==> src/rtl/hvac_pkg.sv <==
// Shared types and default thresholds/timings for the HVAC zone scheduler.
package hvac_pkg;

    typedef enum logic [1:0] {
        StIdle = 2'd0,
        StRun  = 2'd1,
        StDead = 2'd2
    } state_e;

    typedef enum logic {
        ModeHeat = 1'b0,
        ModeCool = 1'b1
    } mode_e;

    localparam int unsigned DefNZones   = 4;
    localparam int unsigned DefTempW    = 5;
    localparam int unsigned DefHeatOn   = 18;
    localparam int unsigned DefHeatOff  = 20;
    localparam int unsigned DefCoolOn   = 22;
    localparam int unsigned DefCoolOff  = 21;
    localparam int unsigned DefMinRun   = 8;
    localparam int unsigned DefMaxRun   = 32;
    localparam int unsigned DefDeadTime = 4;

endpackage

==> src/rtl/hvac_rr_pick.sv <==
// Combinational round-robin picker: first requesting zone at or after ptr_i, wrapping.
module hvac_rr_pick #(
    parameter int unsigned N_ZONES = 4,
    localparam int unsigned IdxW = (N_ZONES > 1) ? $clog2(N_ZONES) : 1
) (
    input  logic [N_ZONES-1:0] req_i,
    input  logic [IdxW-1:0]    ptr_i,
    output logic               valid_o,
    output logic [IdxW-1:0]    idx_o
);

    logic [IdxW:0] cand;

    always_comb begin
        valid_o = 1'b0;
        idx_o   = '0;
        cand    = '0;
        // Walk offsets from farthest to nearest so the nearest requester wins.
        for (int off = N_ZONES - 1; off >= 0; off--) begin
            cand = {1'b0, ptr_i} + (IdxW + 1)'(off);
            if (cand >= (IdxW + 1)'(N_ZONES)) begin
                cand = cand - (IdxW + 1)'(N_ZONES);
            end
            if (req_i[cand[IdxW-1:0]]) begin
                valid_o = 1'b1;
                idx_o   = cand[IdxW-1:0];
            end
        end
    end

endmodule

==> src/rtl/hvac_zone_scheduler.sv <==
// Shares one heat/cool plant between zones: threshold demand, round-robin grant,
// min/max run time and an all-off dead time between grants. All outputs registered.
module hvac_zone_scheduler
    import hvac_pkg::*;
#(
    parameter int unsigned N_ZONES   = DefNZones,
    parameter int unsigned TEMP_W    = DefTempW,
    parameter int unsigned HEAT_ON   = DefHeatOn,
    parameter int unsigned HEAT_OFF  = DefHeatOff,
    parameter int unsigned COOL_ON   = DefCoolOn,
    parameter int unsigned COOL_OFF  = DefCoolOff,
    parameter int unsigned MIN_RUN   = DefMinRun,
    parameter int unsigned MAX_RUN   = DefMaxRun,
    parameter int unsigned DEAD_TIME = DefDeadTime
) (
    input  logic                      clk,
    input  logic                      rst_n,
    input  logic                      enable_i,
    input  logic [N_ZONES*TEMP_W-1:0] temperature_i,
    output logic                      heating_o,
    output logic                      cooling_o,
    output logic [N_ZONES-1:0]        zone_valve_o,
    output logic [2:0]                active_zone_o,
    output logic                      busy_o
);

    localparam int unsigned IdxW  = (N_ZONES > 1) ? $clog2(N_ZONES) : 1;
    localparam int unsigned RunW  = $clog2(MAX_RUN + 1);
    localparam int unsigned DeadW = $clog2(DEAD_TIME + 1);

    state_e              state_q, state_d;
    mode_e               mode_q, mode_d;
    logic [IdxW-1:0]     zone_q, zone_d;
    logic [IdxW-1:0]     rr_ptr_q, rr_ptr_d;
    logic [RunW-1:0]     run_cnt_q, run_cnt_d;
    logic [DeadW-1:0]    dead_cnt_q, dead_cnt_d;
    logic                heating_q, heating_d;
    logic                cooling_q, cooling_d;
    logic [N_ZONES-1:0]  valve_q, valve_d;
    logic [2:0]          active_q, active_d;
    logic                busy_q, busy_d;

    logic [N_ZONES-1:0]  heat_req, cool_req, req;
    logic [TEMP_W-1:0]   served_temp;
    logic                satisfied, pick_valid, start, run_exit;
    logic [IdxW-1:0]     pick_idx;

    always_comb begin
        heat_req    = '0;
        cool_req    = '0;
        served_temp = '0;
        for (int i = 0; i < N_ZONES; i++) begin
            heat_req[i] = temperature_i[i*TEMP_W +: TEMP_W] <= TEMP_W'(HEAT_ON);
            cool_req[i] = temperature_i[i*TEMP_W +: TEMP_W] >= TEMP_W'(COOL_ON);
            if (zone_q == IdxW'(i)) begin
                served_temp = temperature_i[i*TEMP_W +: TEMP_W];
            end
        end
        req = heat_req | cool_req;
    end

    assign satisfied = (mode_q == ModeHeat) ? (served_temp >= TEMP_W'(HEAT_OFF))
                                            : (served_temp <= TEMP_W'(COOL_OFF));

    hvac_rr_pick #(
        .N_ZONES(N_ZONES)
    ) u_pick (
        .req_i  (req),
        .ptr_i  (rr_ptr_q),
        .valid_o(pick_valid),
        .idx_o  (pick_idx)
    );

    always_comb begin
        state_d    = state_q;
        mode_d     = mode_q;
        zone_d     = zone_q;
        rr_ptr_d   = rr_ptr_q;
        run_cnt_d  = run_cnt_q;
        dead_cnt_d = dead_cnt_q;
        start      = 1'b0;
        run_exit   = 1'b0;

        unique case (state_q)
            StIdle: start = enable_i && pick_valid;
            StRun: begin
                run_cnt_d = run_cnt_q + 1'b1;
                run_exit  = !enable_i
                         || (run_cnt_q == RunW'(MAX_RUN - 1))
                         || ((run_cnt_q >= RunW'(MIN_RUN - 1)) && satisfied);
                if (run_exit) begin
                    state_d    = StDead;
                    dead_cnt_d = '0;
                    rr_ptr_d   = (zone_q == IdxW'(N_ZONES - 1)) ? '0 : zone_q + 1'b1;
                end
            end
            StDead: begin
                dead_cnt_d = dead_cnt_q + 1'b1;
                if (dead_cnt_q == DeadW'(DEAD_TIME - 1)) begin
                    state_d = StIdle;
                    // The dead-time exit edge doubles as the idle sampling edge, so a
                    // persistent requester sees exactly DEAD_TIME off cycles.
                    start   = enable_i && pick_valid;
                end
            end
            default: state_d = StIdle;
        endcase

        if (start) begin
            state_d   = StRun;
            zone_d    = pick_idx;
            mode_d    = heat_req[pick_idx] ? ModeHeat : ModeCool;
            run_cnt_d = '0;
        end

        // Outputs are registered from the next state so they change on the grant edge.
        heating_d = (state_d == StRun) && (mode_d == ModeHeat);
        cooling_d = (state_d == StRun) && (mode_d == ModeCool);
        valve_d   = '0;
        if (state_d == StRun) begin
            valve_d[zone_d] = 1'b1;
        end
        active_d = (state_d == StRun) ? 3'(zone_d) : 3'd0;
        busy_d   = (state_d != StIdle);
    end

    always_ff @(posedge clk or negedge rst_n) begin
        if (!rst_n) begin
            state_q    <= StIdle;
            mode_q     <= ModeHeat;
            zone_q     <= '0;
            rr_ptr_q   <= '0;
            run_cnt_q  <= '0;
            dead_cnt_q <= '0;
            heating_q  <= 1'b0;
            cooling_q  <= 1'b0;
            valve_q    <= '0;
            active_q   <= '0;
            busy_q     <= 1'b0;
        end else begin
            state_q    <= state_d;
            mode_q     <= mode_d;
            zone_q     <= zone_d;
            rr_ptr_q   <= rr_ptr_d;
            run_cnt_q  <= run_cnt_d;
            dead_cnt_q <= dead_cnt_d;
            heating_q  <= heating_d;
            cooling_q  <= cooling_d;
            valve_q    <= valve_d;
            active_q   <= active_d;
            busy_q     <= busy_d;
        end
    end

    assign heating_o     = heating_q;
    assign cooling_o     = cooling_q;
    assign zone_valve_o  = valve_q;
    assign active_zone_o = active_q;
    assign busy_o        = busy_q;

endmodule

==> config.mk <==
export PLATFORM = sky130hd
export DESIGN_NAME = hvac_zone_scheduler
export DESIGN_NICKNAME = d
export VERILOG_FILES = /design/src/rtl/hvac_pkg.sv /design/src/rtl/hvac_rr_pick.sv /design/src/rtl/hvac_zone_scheduler.sv
export SDC_FILE = /design/constraint.sdc
export NUM_CORES = 1
export LEC_CHECK = 0
export ABC_AREA = 1
export BUFFER_PORTS_ARGS = -buffer_cell sky130_fd_sc_hd__buf_2
export CAP_MARGIN = 20
export CORE_ASPECT_RATIO = 0.75
export CORE_UTILIZATION = 49
export DETAILED_ROUTE_END_ITERATION = 10
export GPL_ROUTABILITY_DRIVEN = 0
export GPL_TIMING_DRIVEN = 1
export PLACE_DENSITY = 0.75
export RECOVER_POWER = 100
export REMOVE_ABC_BUFFERS = 1
export SYNTH_ARGS = -nofsm -noshare
export SYNTH_HDL_FRONTEND = slang
export SYNTH_SLANG_ARGS = --single-unit
==> constraint.sdc <==
create_clock -name clk -period 1.9 [get_ports clk]
set_clock_uncertainty 0.2 [all_clocks]
set_input_delay 0.19 -clock clk [delete_from_list [all_inputs] [get_ports clk]]
set_output_delay 0.19 -clock clk [all_outputs]
set_load 0.1 [all_outputs]
==> key figures, run 1 <==
Worst setup path
  – Req. time, crit path: 1.89 ns
  – CP Launch Point: zone_q[0]
  – CP Launch Type: flip-flop
  – Critical-path cell list: ha_4 > inv_4 > nor2_1 > nor3_2 > nand2_1 > o21ai_1 > nand2_1 > nand2_1 > nand2_2 > nand2_2 > nand2_4 > buf_4 > nand2_4 > nor2_1 > a21oi_1
  – Crit-path slowest cell: dfrtp_1
  – Number of buffers and inverters on the critical path: 2
  – CP peak stage delay: 0.44 ns
  – Reg2reg start: zone_q[0]
  – Worst-path fanout max: 5
  – Kind of critical path: reg2reg
  – Most used cell, CP: nand2_1
  – Arrival time at the worst endpoint: 2.19 ns
  – Crit. End Element: flip-flop
  – Top delay family on crit path: simple AND/OR/NAND/NOR gates

Floorplanning
  – Row count: 17
  – Num ports: 33
  – Die width: 68.50 µm
  – Die area: 0.003553 mm²
  – Initial core utilization: 53.43%
  – Placeable Area: 0.003042 mm²
  – Die extent in y: 51.88 µm

CTS
  – H-tree depth: 1
  – CTS tree: built
  – Clock Tree Buf Depth: 2
  – Root buf cell: clkbuf_8
  – Clock sinks: 25
  – Clock Latency Late Sink: 0.27 ns
  – CTS Buf Count: 3
  – Clock-pin slew on the worst setup and hold paths: 0.08 ns

Synth
  – Mapped Cells: 212
  – Distinct cells, synth: 34
  – Yosys reg bits: 25
  – FFs w/ async S/R, synth: 100.0%
  – Synth warnings: 0
  – Main flop type after synthesis: dfrtp_1
  – Syn Area/Cell: 7.667 µm²
  – Post-synth top cells: nand2_1, inv_1, nand3_1
  – Count leader, synth: nand2_1
  – Number of synthesized flops with an enable pin: 0
  – Cell taking the most area after synthesis: dfrtp_1
  – Synth Cell Area: 0.001625 mm²
  – Cells taking the most area after synthesis: dfrtp_1, nand2_1, nand3_1
  – Register area share after synthesis: 38.49%
  – Top cell type's share of synthesized area: 38.49%

GRT
  – Largest net degree at the start of global routing: 26
  – Vias in the first global route: 1562
  – GRT Resource Usage Total: 27.20%
  – First-pass GRT wire length: 6.927 mm
  – Antenna violations before repair: 0
  – Grt total ovfl: 0

Power and ir drop
  – Clock network power share: 8.8%
  – Sw frac: 53.54%
  – Part of the power in combinational logic: 66.9%
  – Pwr Density: 1547 mW/mm²
  – Power Internal: 1.644 mW
  – LEAKAGE: 1.196 nW
  – Sw Pwr: 1.895 mW
  – Max rail drop VDD: 1.367 mV
  – Sequential share of power: 24.2%
  – Total power: 3.539 mW

Status
  – Violated checks: negative setup slack
  – Status: complete, but fails checks

Final layout
  – Layout area overhead: 40.72%
  – Final net count: 309
  – ANT cells: 0
  – Fraction of layout cells with a size suffix above 1: 43.17%

STA
  – Final slew viol count: 0
  – Final min period: 2.207 ns
  – Slew HR: 59.95%
  – Final Setup Violations: 22
  – Final setup margin: -0.3073 ns
  – RSZ-0062 raised after global routing: true
  – Hold WS: 0.1604 ns
  – Hold Violations, Final: 0
  – Fmax: 453.0 MHz
  – Slew @ Worst Pin: 0.6007 ns
  – Final period util: 116.2%

Min path
  – Hold Crit Class: in2reg
  – Hold path startpoint: enable_i

Placed design
  – Post-DP HPWL: 3.053 mm
  – Placement Setup Slack: -0.4090 ns
  – PortBufs: 31

Drt
  – Via count: 1686
  – WL final: 4.326 mm
  – Drc violations: 0
  – DRT Pass-1 Iters: 4
  – Wirelength per Cell: 13.69 µm
  – Routed Antenna Nets: 0
  – Number of vias per cell: 5.335
  – Drt first-iter violations: 111

Flow run
  – Max-cap violations: 0
[power groups by stage]
| stage | registers [mW] | logic, mW | clock network [mW] |
|---|---|---|---|
| floorplan | 1.32 | 0.974 | 0 |
| global placement | 0.825 | 2.02 | 0 |
| detailed placement | 0.826 | 2.05 | 0 |
| CTS | 0.845 | 2.19 | 0.318 |
| global route | 0.879 | 2.58 | 0.340 |
| finish | 0.858 | 2.37 | 0.312 |
[cells in the final DEF (no fill, tap or decap), types with 2 or more instances in the layout]
master,count
o21ai_4,2
clkbuf_2,10
inv_4,2
nand3_2,14
clkbuf_8,3
inv_2,7
nor2_1,16
buf_2,21
dfrtp_1,24
o21ai_1,6
nand2_4,5
nor3_2,2
a21oi_1,10
o21ai_2,3
nand2_2,8
a31oi_1,2
ha_1,4
ha_4,2
nand3_1,17
inv_1,25
nor2_2,2
buf_4,29
xor2_1,3
buf_6,2
nand2_1,39
[cell type report]
cell class              instances  area (µm²)
inverters                      34       132.6
fillers                       223       754.5
flip-flops and latches         25       626.9
well taps                      38       47.55
multi-input cells             152        1030
repair buffers                 63       405.4
clock buffers                   4       45.04
[routing by layer]
| layer | up-vias | track usage (%) | wire (µm) |
|---|---|---|---|
| li1 | 825 | - | - |
| met1 | 781 | 36.88 | 1935 |
| met2 | 76 | 42.65 | 1955 |
| met3 | 4 | 7.675 | 400 |
| met4 | 0 | 6.250 | 35 |
| met5 | - | 0 | 0 |
[registers in the layout (all words and copies together) (netlist names)]
register	cells
state_q	2
zone_valve_o	4
busy_o	1
mode_q	1
dead_cnt_q	3
run_cnt_q	6
zone_q	2
heating_o	1
cooling_o	1
rr_ptr_q	2
active_zone_o	2
[metrics by stage]
step,cells,TNS (ns),utilization (%),area [µm²]
final,316,-4.268,75.20,2287
after global routing,316,-7.490,75.20,2287
after CTS,315,-3.357,72.03,2191
after detailed placement,306,-5.253,66.27,2016
after global placement,306,-3.462,66.27,2016
after floorplan,210,-1.286,-,1610
[kinds of logic after synthesis]
| kind of cell | count (synthesis) | share of synthesized area, % |
|---|---|---|
| and+or+nand+nor | 104 | 29.64 |
| buffers and inverters | 36 | 8.776 |
| AOI/OAI and AO/OA | 35 | 14.86 |
| DFF | 25 | 38.49 |
| adders and majority gates | 7 | 5.389 |
| xor gates and xnor gates | 4 | 2.618 |
| other | 1 | 0.2307 |
[final timing paths]
path                                          to  slack (ns)  cells after the start
worst max register to register       rr_ptr_q[1]       -0.31                     15
worst min-delay path                  state_q[0]        0.16                      5
worst max-delay path                 rr_ptr_q[1]       -0.31                     15
max in group asynchronous            rr_ptr_q[0]        0.82                      2
worst min register to register     dead_cnt_q[0]        0.30                      1
min in group asynchronous       active_zone_o[0]        0.26                      2
[repair_timing]
| item | CTS | global route |
|---|---|---|
| resized for setup | 26 | 22 |
| pin swaps | 5 | 6 |
| endpoints found under the hold margin | 25 | 0 |
| gates cloned | 1 | 0 |
| setup endpoints to repair | 23 | 25 |
| setup buffers | 3 | 1 |
| hold buffers | 1 | 0 |
[worst min-delay path, cell delays in order]
cell and delay, ns:
buf_2 0.09, inv_1 0.07, a31oi_1 0.08, nand2_4 0.09, o21ai_4 0.07
Power figures use the tool's default switching activity.
==> inputs of run 2 (changes only) <==
--- a/config.mk
+++ b/config.mk
@@ -5,7 +5,6 @@
 export SDC_FILE = /design/constraint.sdc
 export NUM_CORES = 1
 export LEC_CHECK = 0
-export ABC_AREA = 1
 export BUFFER_PORTS_ARGS = -buffer_cell sky130_fd_sc_hd__buf_2
 export CAP_MARGIN = 20
 export CORE_ASPECT_RATIO = 0.75
==> constraint.sdc (replaced) <==
create_clock -name clk -period 1.85 [get_ports clk]
set_clock_uncertainty 0.2 [all_clocks]
set_input_delay 0.185 -clock clk [delete_from_list [all_inputs] [get_ports clk]]
set_output_delay 0.185 -clock clk [all_outputs]
set_load 0.005 [all_outputs]
==> run 2 against run 1 <==
Against the previous run:
- the flow still finishes with violations (negative setup slack)
- sequential share of layout area decreased by 3.0 points
- total power increased by 3.6%
- final area increased by 12%
- flip-flop and latch count unchanged
- combinational power about the same
- global-route usage increased by 3.6 points
- count of clock-buffer cells in the layout decreased by 1
- synthesized cell count decreased by 21%
- critical path type unchanged
==> key figures, run 2 <==
STA
  – Hold WS: 0.2487 ns (+0.08837 ns)
  – Slew HR: 57.49% (-2.5 points)
  – Final Setup Violations: 25 (+14%)
  – Final slew viol count: 0 (unchanged)
  – Final setup margin: -0.7177 ns (-0.4104 ns)
  – Fmax: 389.5 MHz (-14%)
  – Setup TNS: -11.62 ns (-7.354 ns)
  – RSZ-0062 raised after global routing: true
  – Final min period: 2.568 ns (+0.3604 ns)
  – Hold Violations, Final: 0 (unchanged)
  – Final period util: 138.8% (+23 points)
  – Slew @ Worst Pin: 0.6377 ns (+0.03701 ns)

Floorplanning
  – Placeable Area: 0.003063 mm² (+0.70%)
  – Die area: 0.003569 mm² (+0.45%)
  – Die width: 68.66 µm (+0.23%)
  – Row count: 17 (unchanged)
  – Num ports: 33 (unchanged)
  – Initial core utilization: 53.31% (-0.13 points)
  – Die extent in y: 51.99 µm (+0.22%)

Synth
  – FFs w/ async S/R, synth: 100.0% (unchanged)
  – Yosys reg bits: 25 (unchanged)
  – Number of synthesized flops with an enable pin: 0 (unchanged)
  – Post-synthesis mux area share: 3.908% (+3.9 points)
  – Largest family of logic cells by synthesized area: compound AO/OA/AOI/OAI gates
  – Synth Cell Area: 0.001633 mm² (+0.46%)
  – Compound-Gate Fraction of Synth Area: 25.67% (+11 points)
  – Synth warnings: 0 (unchanged)
  – Count leader, synth: dfrtp_1
  – Cell taking the most area after synthesis: dfrtp_1
  – Register area share after synthesis: 38.31% (-0.18 points)
  – Adder-Cell Fraction of Synth Area: 5.364% (-0.025 points)
  – Cells taking the most area after synthesis: dfrtp_1, ha_1, nand2_1
  – Mapped Cells: 168 (-21%)
  – Distinct cells, synth: 56 (+65%)
  – Main flop type after synthesis: dfrtp_1
  – Post-synth top cells: dfrtp_1, nand2_1, nor2_1
  – Xor/xnor share of the synthesized area: 2.682% (+0.065 points)
  – Post-Synth Simple-Gate Area: 20.23% (-9.4 points)
  – Top cell type's share of synthesized area: 38.31% (-0.18 points)
  – Syn Area/Cell: 9.719 µm² (+27%)

Status
  – Violated checks: negative setup slack
  – Status: complete, but fails checks

CTS
  – Clock Latency Late Sink: 0.28 ns (about the same)
  – CTS Buf Count: 3 (unchanged)
  – Root buf cell: clkbuf_8
  – Clock-pin slew on the worst setup and hold paths: 0.09 ns (about the same)
  – Clock Tree Buf Depth: 2 (unchanged)
  – H-tree depth: 1 (unchanged)
  – CTS tree: built
  – Clock sinks: 25 (unchanged)

Worst setup path
  – Kind of critical path: reg2reg
  – CP Launch Point: zone_q[0]
  – Reg-to-reg endpoint: zone_valve_o[2]
  – WP depth: 11 (-4)
  – Critical-path cell list: buf_6 > ha_4 > nand4bb_4 > o22ai_4 > mux2i_2 > buf_4 > buf_4 > a21oi_2 > a311oi_4 > buf_6 > nor3_2
  – Reg2reg start: zone_q[0]
  – Worst-path fanout max: 7 (+2)
  – Crit. End Element: flip-flop
  – Critical Path End: zone_valve_o[2]
  – CP peak stage delay: 0.42 ns (-0.02 ns)
  – Number of buffers and inverters on the critical path: 4 (+2)
  – FF-to-FF setup slack: -0.72 ns (-0.41 ns)
  – FF-to-FF path depth: 11 (-4)
  – Crit-path slowest cell: dfrtp_1
  – Top delay family on crit path: buffers and inverters
  – CP Launch Type: flip-flop
  – Req. time, crit path: 1.82 ns (-0.07 ns)
  – Arrival time at the worst endpoint: 2.54 ns (+0.35 ns)

Drt
  – Via count: 1790 (+6.2%)
  – Drt first-iter violations: 147 (+32%)
  – Wirelength per Cell: 20.16 µm (+47%)
  – WL final: 5.948 mm (+37%)
  – Number of vias per cell: 6.068 (+14%)
  – Drc violations: 0 (unchanged)
  – DRT Pass-1 Iters: 4 (unchanged)
  – Routed Antenna Nets: 0 (unchanged)

Final layout
  – Fillers: 162 (-27%)
  – Most common cell after layout, fill and taps aside: buf_4
  – Final net count: 288 (-6.8%)
  – Multi-input logic area: 0.001155 mm² (+12%)
  – Post-layout util: 83.54% (+8.3 points)
  – Max reg flops: 6 (unchanged)
  – Reg with most FFs: run_cnt_q
  – Layout area overhead: 56.70%
  – ANT cells: 0 (unchanged)
  – Final instance count without filler cells: 295 (-6.6%)
  – Post-Layout Inst Area: 0.002559 mm² (+12%)
  – Fraction of layout cells with a size suffix above 1: 54.86% (+12 points)
  – Reg area: 625.6 µm² (-0.20%)
  – Leading cell types in the layout, fill and taps excluded: buf_4, buf_2, dfrtp_1

Placed design
  – Placed Instance Area: 0.002152 mm² (+6.8%)
  – Placement Setup Slack: -0.6595 ns (-0.2505 ns)
  – Post-DP HPWL: 3.366 mm (+10%)
  – PortBufs: 31 (unchanged)
  – Placed instance count: 277 (-9.5%)

Power and ir drop
  – Pwr Density: 1433 mW/mm² (-7.4%)
  – LEAKAGE: 1.185 nW (-0.96%)
  – Total power: 3.666 mW (+3.6%)
  – Max rail drop VDD: 1.102 mV (-19%)

GRT
  – Grt total ovfl: 0 (unchanged)
  – Largest net degree at the start of global routing: 26 (unchanged)
  – Vias in the first global route: 1711 (+9.5%)
  – Antenna violations before repair: 0 (unchanged)
  – First-pass GRT wire length: 7.714 mm (+11%)
  – GRT Resource Usage Total: 30.81% (+3.6 points)

Flow run
  – Max-cap violations: 0 (unchanged)

Min path
  – Hold Crit Class: in2async
## run 2: where the power goes
part	internal (mW)	total [mW]	switching, mW
logic	1.24	2.40	1.16
clock network	0.158	0.354	0.196
registers	0.742	0.911	0.169
## run 2: repair_timing
item                                    CTS  global route
endpoints found under the setup margin   20            25
pin swaps                                 7            11
resized for setup                        24            37
endpoints found under the hold margin    25             0
setup buffers                             5             9
hold buffers                              1             0
## run 2: final cells by class
cell class / count / area share, %
Inverter: 8 / 1.174
Tap cell: 38 / 1.858
Sequential cell: 25 / 24.45
Timing Repair Buffer: 91 / 25.43
Clock buffer: 3 / 1.614
Multi-Input combinational cell: 129 / 45.13
Clock inverter: 1 / 0.3423
## run 2: worst min-delay path by stage
stage          slack, ns     start          endpoint
6_report            0.25     rst_n            busy_o
5_1_grt             0.30  enable_i     dead_cnt_q[1]
4_1_cts             0.24     rst_n      run_cnt_q[4]
3_5_place_dp       0.004     rst_n     dead_cnt_q[0]
3_3_place_gp       -0.01     rst_n     dead_cnt_q[2]
2_1_floorplan      -0.31     rst_n  active_zone_o[0]
## run 2: logic make-up (layout without fill, tap and decap cells)
family / count (synthesis) / count (layout)
multiplexers: 6 / 6
adder cells (fa/ha/maj): 7 / 7
buffers and inverters: 14 / 103
AO/OA/AOI/OAI: 49 / 49
flip-flops: 25 / 25
other: 1 / 1
AND/OR/NAND/NOR: 61 / 61
XOR/XNOR: 5 / 5
## run 2: routing by layer
layer	vias up	share of wire [%]	wire length [µm]	track usage, %
li1	792	-	-	-
met1	856	39	2338	37.11
met2	112	48	2851	51.47
met3	30	8.1	482	6.140
met4	0	4.6	276	16.32
met5	-	0	0	0
## run 2: worst reg2reg max path: cells and delay by family, from the launching register on
kind | cells | cell delay, ns
AO/OA/AOI/OAI | 3 | 0.57
adder cells (fa/ha/maj) | 1 | 0.16
buffers and inverters | 4 | 0.59
flip-flops | 1 | 0.42
multiplexers | 1 | 0.28
AND/OR/NAND/NOR | 2 | 0.26
==> inputs of run 3 (changes only) <==
--- a/config.mk
+++ b/config.mk
@@ -12,9 +12,10 @@
 export DETAILED_ROUTE_END_ITERATION = 10
 export GPL_ROUTABILITY_DRIVEN = 0
 export GPL_TIMING_DRIVEN = 1
-export PLACE_DENSITY = 0.75
+export PLACE_DENSITY = 0.81
 export RECOVER_POWER = 100
 export REMOVE_ABC_BUFFERS = 1
+export SKIP_LAST_GASP = 1
 export SYNTH_ARGS = -nofsm -noshare
 export SYNTH_HDL_FRONTEND = slang
 export SYNTH_SLANG_ARGS = --single-unit
==> run 3 against run 2 <==
Against the previous run:
- worst setup slack gained 0.046 ns
- critical path depth fell by 3
- the flow still finishes with violations (negative setup slack)
- clock power shrank 1%
- final area down 7.3%
- fmax grew 1.8%
- largest power group unchanged
- wire length decreased by 7.9%
==> key figures, run 3 (synthesis gave the netlist of run 2 again) <==
Final layout
  – ANT cells: 0 (unchanged)
  – Multi-input logic area: 0.001028 mm² (-11%)
  – Leading cell types in the layout, fill and taps excluded: buf_4, dfrtp_1, buf_2
  – Most common cell after layout, fill and taps aside: buf_4
  – Max reg flops: 6 (unchanged)
  – Layout area overhead: 45.21%
  – Reg with most FFs: run_cnt_q
  – Fillers: 188 (+16%)
  – Final net count: 282 (-2.1%)
  – Fraction of layout cells with a size suffix above 1: 45.02% (-9.8 points)
  – Post-layout util: 77.41% (-6.1 points)
  – Reg area: 626.9 µm² (+0.20%)

STA
  – Hold Violations, Final: 0 (unchanged)
  – Final Setup Violations: 25 (unchanged)
  – Final setup margin: -0.6713 ns (+0.04644 ns)
  – Setup TNS: -10.29 ns (+1.331 ns)
  – Slew HR: 59.67% (+2.2 points)
  – Slew @ Worst Pin: 0.6049 ns (-0.03276 ns)
  – Final slew viol count: 0 (unchanged)
  – Final period util: 136.3% (-2.5 points)
  – RSZ-0062 raised after global routing: true
  – Fmax: 396.6 MHz (+1.8%)
  – Final min period: 2.521 ns (-0.04644 ns)

Worst setup path
  – Req. time, crit path: 1.82 ns (about the same)
  – Crit. End Element: flip-flop
  – Kind of critical path: reg2reg
  – CP Launch Type: flip-flop
  – Arrival time at the worst endpoint: 2.49 ns (-0.05 ns)
  – Worst-path fanout max: 4 (-3)

CTS
  – CTS Buf Count: 3 (unchanged)
  – H-tree depth: 1 (unchanged)
  – Clock Tree Buf Depth: 2 (unchanged)
  – Clock sinks: 25 (unchanged)
  – Clock Latency Late Sink: 0.28 ns (about the same)
  – Clock-pin slew on the worst setup and hold paths: 0.09 ns (about the same)
  – Root buf cell: clkbuf_8
  – CTS tree: built

GRT
  – First-pass GRT wire length: 8.231 mm (+6.7%)
  – Largest net degree at the start of global routing: 26 (unchanged)
  – Met3 Use GR: 7.237% (+1.1 points)
  – Vias in the first global route: 1734 (+1.3%)
  – GRT Resource Usage Total: 32.85% (+2.0 points)
  – Antenna violations before repair: 0 (unchanged)
  – Busiest grt layer: met2
  – M2 GR Usage: 55.72% (+4.2 points)
  – Grt total ovfl: 0 (unchanged)
  – Met1 Track Usage GR: 38.57% (+1.5 points)

Floorplanning
  – Num ports: 33 (unchanged)
  – Die width: 68.66 µm (unchanged)
  – Row count: 17 (unchanged)
  – Die extent in y: 51.99 µm (unchanged)
  – Die area: 0.003569 mm² (unchanged)
  – Initial core utilization: 53.31% (unchanged)
  – Placeable Area: 0.003063 mm² (unchanged)

Drt
  – Wirelength per Cell: 18.96 µm (-6.0%)
  – Drc violations: 0 (unchanged)
  – WL final: 5.478 mm (-7.9%)
  – Drt first-iter violations: 134 (-8.8%)
  – Number of vias per cell: 6.197 (+2.1%)
  – Routed Antenna Nets: 0 (unchanged)
  – Via count: 1791 (+0.056%)
  – DRT Pass-1 Iters: 5 (+1)

Placed design
  – Placement Setup Slack: -0.6973 ns (-0.03777 ns)
  – PortBufs: 31 (unchanged)
  – Post-DP HPWL: 3.605 mm (+7.1%)

Status
  – Violated checks: negative setup slack
  – Status: complete, but fails checks

Power and ir drop
  – LEAKAGE: 1.126 nW (-5.0%)
  – Pwr Density: 1356 mW/mm² (-5.3%)
  – Max rail drop VDD: 1.011 mV (-8.2%)

Min path
  – Hold Crit Class: in2async

Flow run
  – Max-cap violations: 0 (unchanged)
==> run 3: cell types whose count changed in the layout (fill, tap and decap cells not counted), moves of 3 or more <==
| cell | previous run | this run |
|---|---|---|
| buf_2 | 27 | 24 |
| nor2_1 | 4 | 10 |
| nor3_1 | 0 | 4 |
| nor2_4 | 5 | 0 |
| buf_4 | 49 | 45 |
| inv_2 | 6 | 3 |
| clkbuf_1 | 3 | 6 |
| nor3_2 | 4 | 0 |
==> run 3: per-stage QoR <==
stage | instances | total power, mW | instance area, µm² | hold WS [ns]
after floorplan | 162 | 1.698 | 1604 | -0.3106
after global placement | 274 | 2.300 | 2130 | -0.008982
after detailed placement | 274 | 2.411 | 2130 | 0.003179
after CTS | 287 | 3.052 | 2352 | 0.2257
after global routing | 289 | 3.385 | 2371 | 0.2938
final | 289 | 3.216 | 2371 | 0.2329
==> run 3: routing by layer <==
layer,vias to the layer above,wire [µm]
li1,782,-
met1,854,2141
met2,118,2689
met3,37,366
met4,0,281
met5,-,0
==> run 3: cell type report <==
type                       count  share of cell area, %
tap                           38                  2.005
sequential                    25                  26.44
multi-input combinational    129                  43.38
timing repair buffer          85                  24.70
clock buffer                   3                  1.741
inverter                       8                  1.372
clock inverter                 1                 0.3694
==> run 3: what timing repair did <==
action                                  CTS  global route
hold buffers                              1             0
resized for setup                        24             9
cloned                                    1             0
endpoints found under the hold margin    25             0
setup buffers                             7             6
endpoints found under the setup margin   25            25
pin swaps                                 8             4
==> run 3: final timing paths <==
| path | endpoint | cells after the start | from | slack (ns) |
|---|---|---|---|---|
| setup / recovery | rr_ptr_q[0] | 8 | zone_q[1] | -0.67 |
| hold / removal | dead_cnt_q[2] | 2 | rst_n | 0.23 |
| setup reg to reg | rr_ptr_q[0] | 8 | zone_q[1] | -0.67 |
| hold reg to reg | rr_ptr_q[1] | 1 | rr_ptr_q[1] | 0.42 |
| max in group asynchronous | zone_q[1] | 2 | rst_n | 0.78 |
| min in group clk | heating_o | 5 | temperature_i[14] | 0.32 |
==> run 3: worst max-delay path, stage by stage, from the launching register on <==
cell,delay (ns)
dfrtp_2,0.46
inv_2,0.09
ha_4,0.14
or3b_1,0.37
o211a_1,0.16
mux2i_2,0.22
a21boi_2,0.11
a211oi_2,0.30
mux2_1,0.36
==> run 3: power by group <==
part           switching, mW  internal [mW]
combinational          0.970           1.00
sequential             0.150          0.743
clock                  0.190          0.158
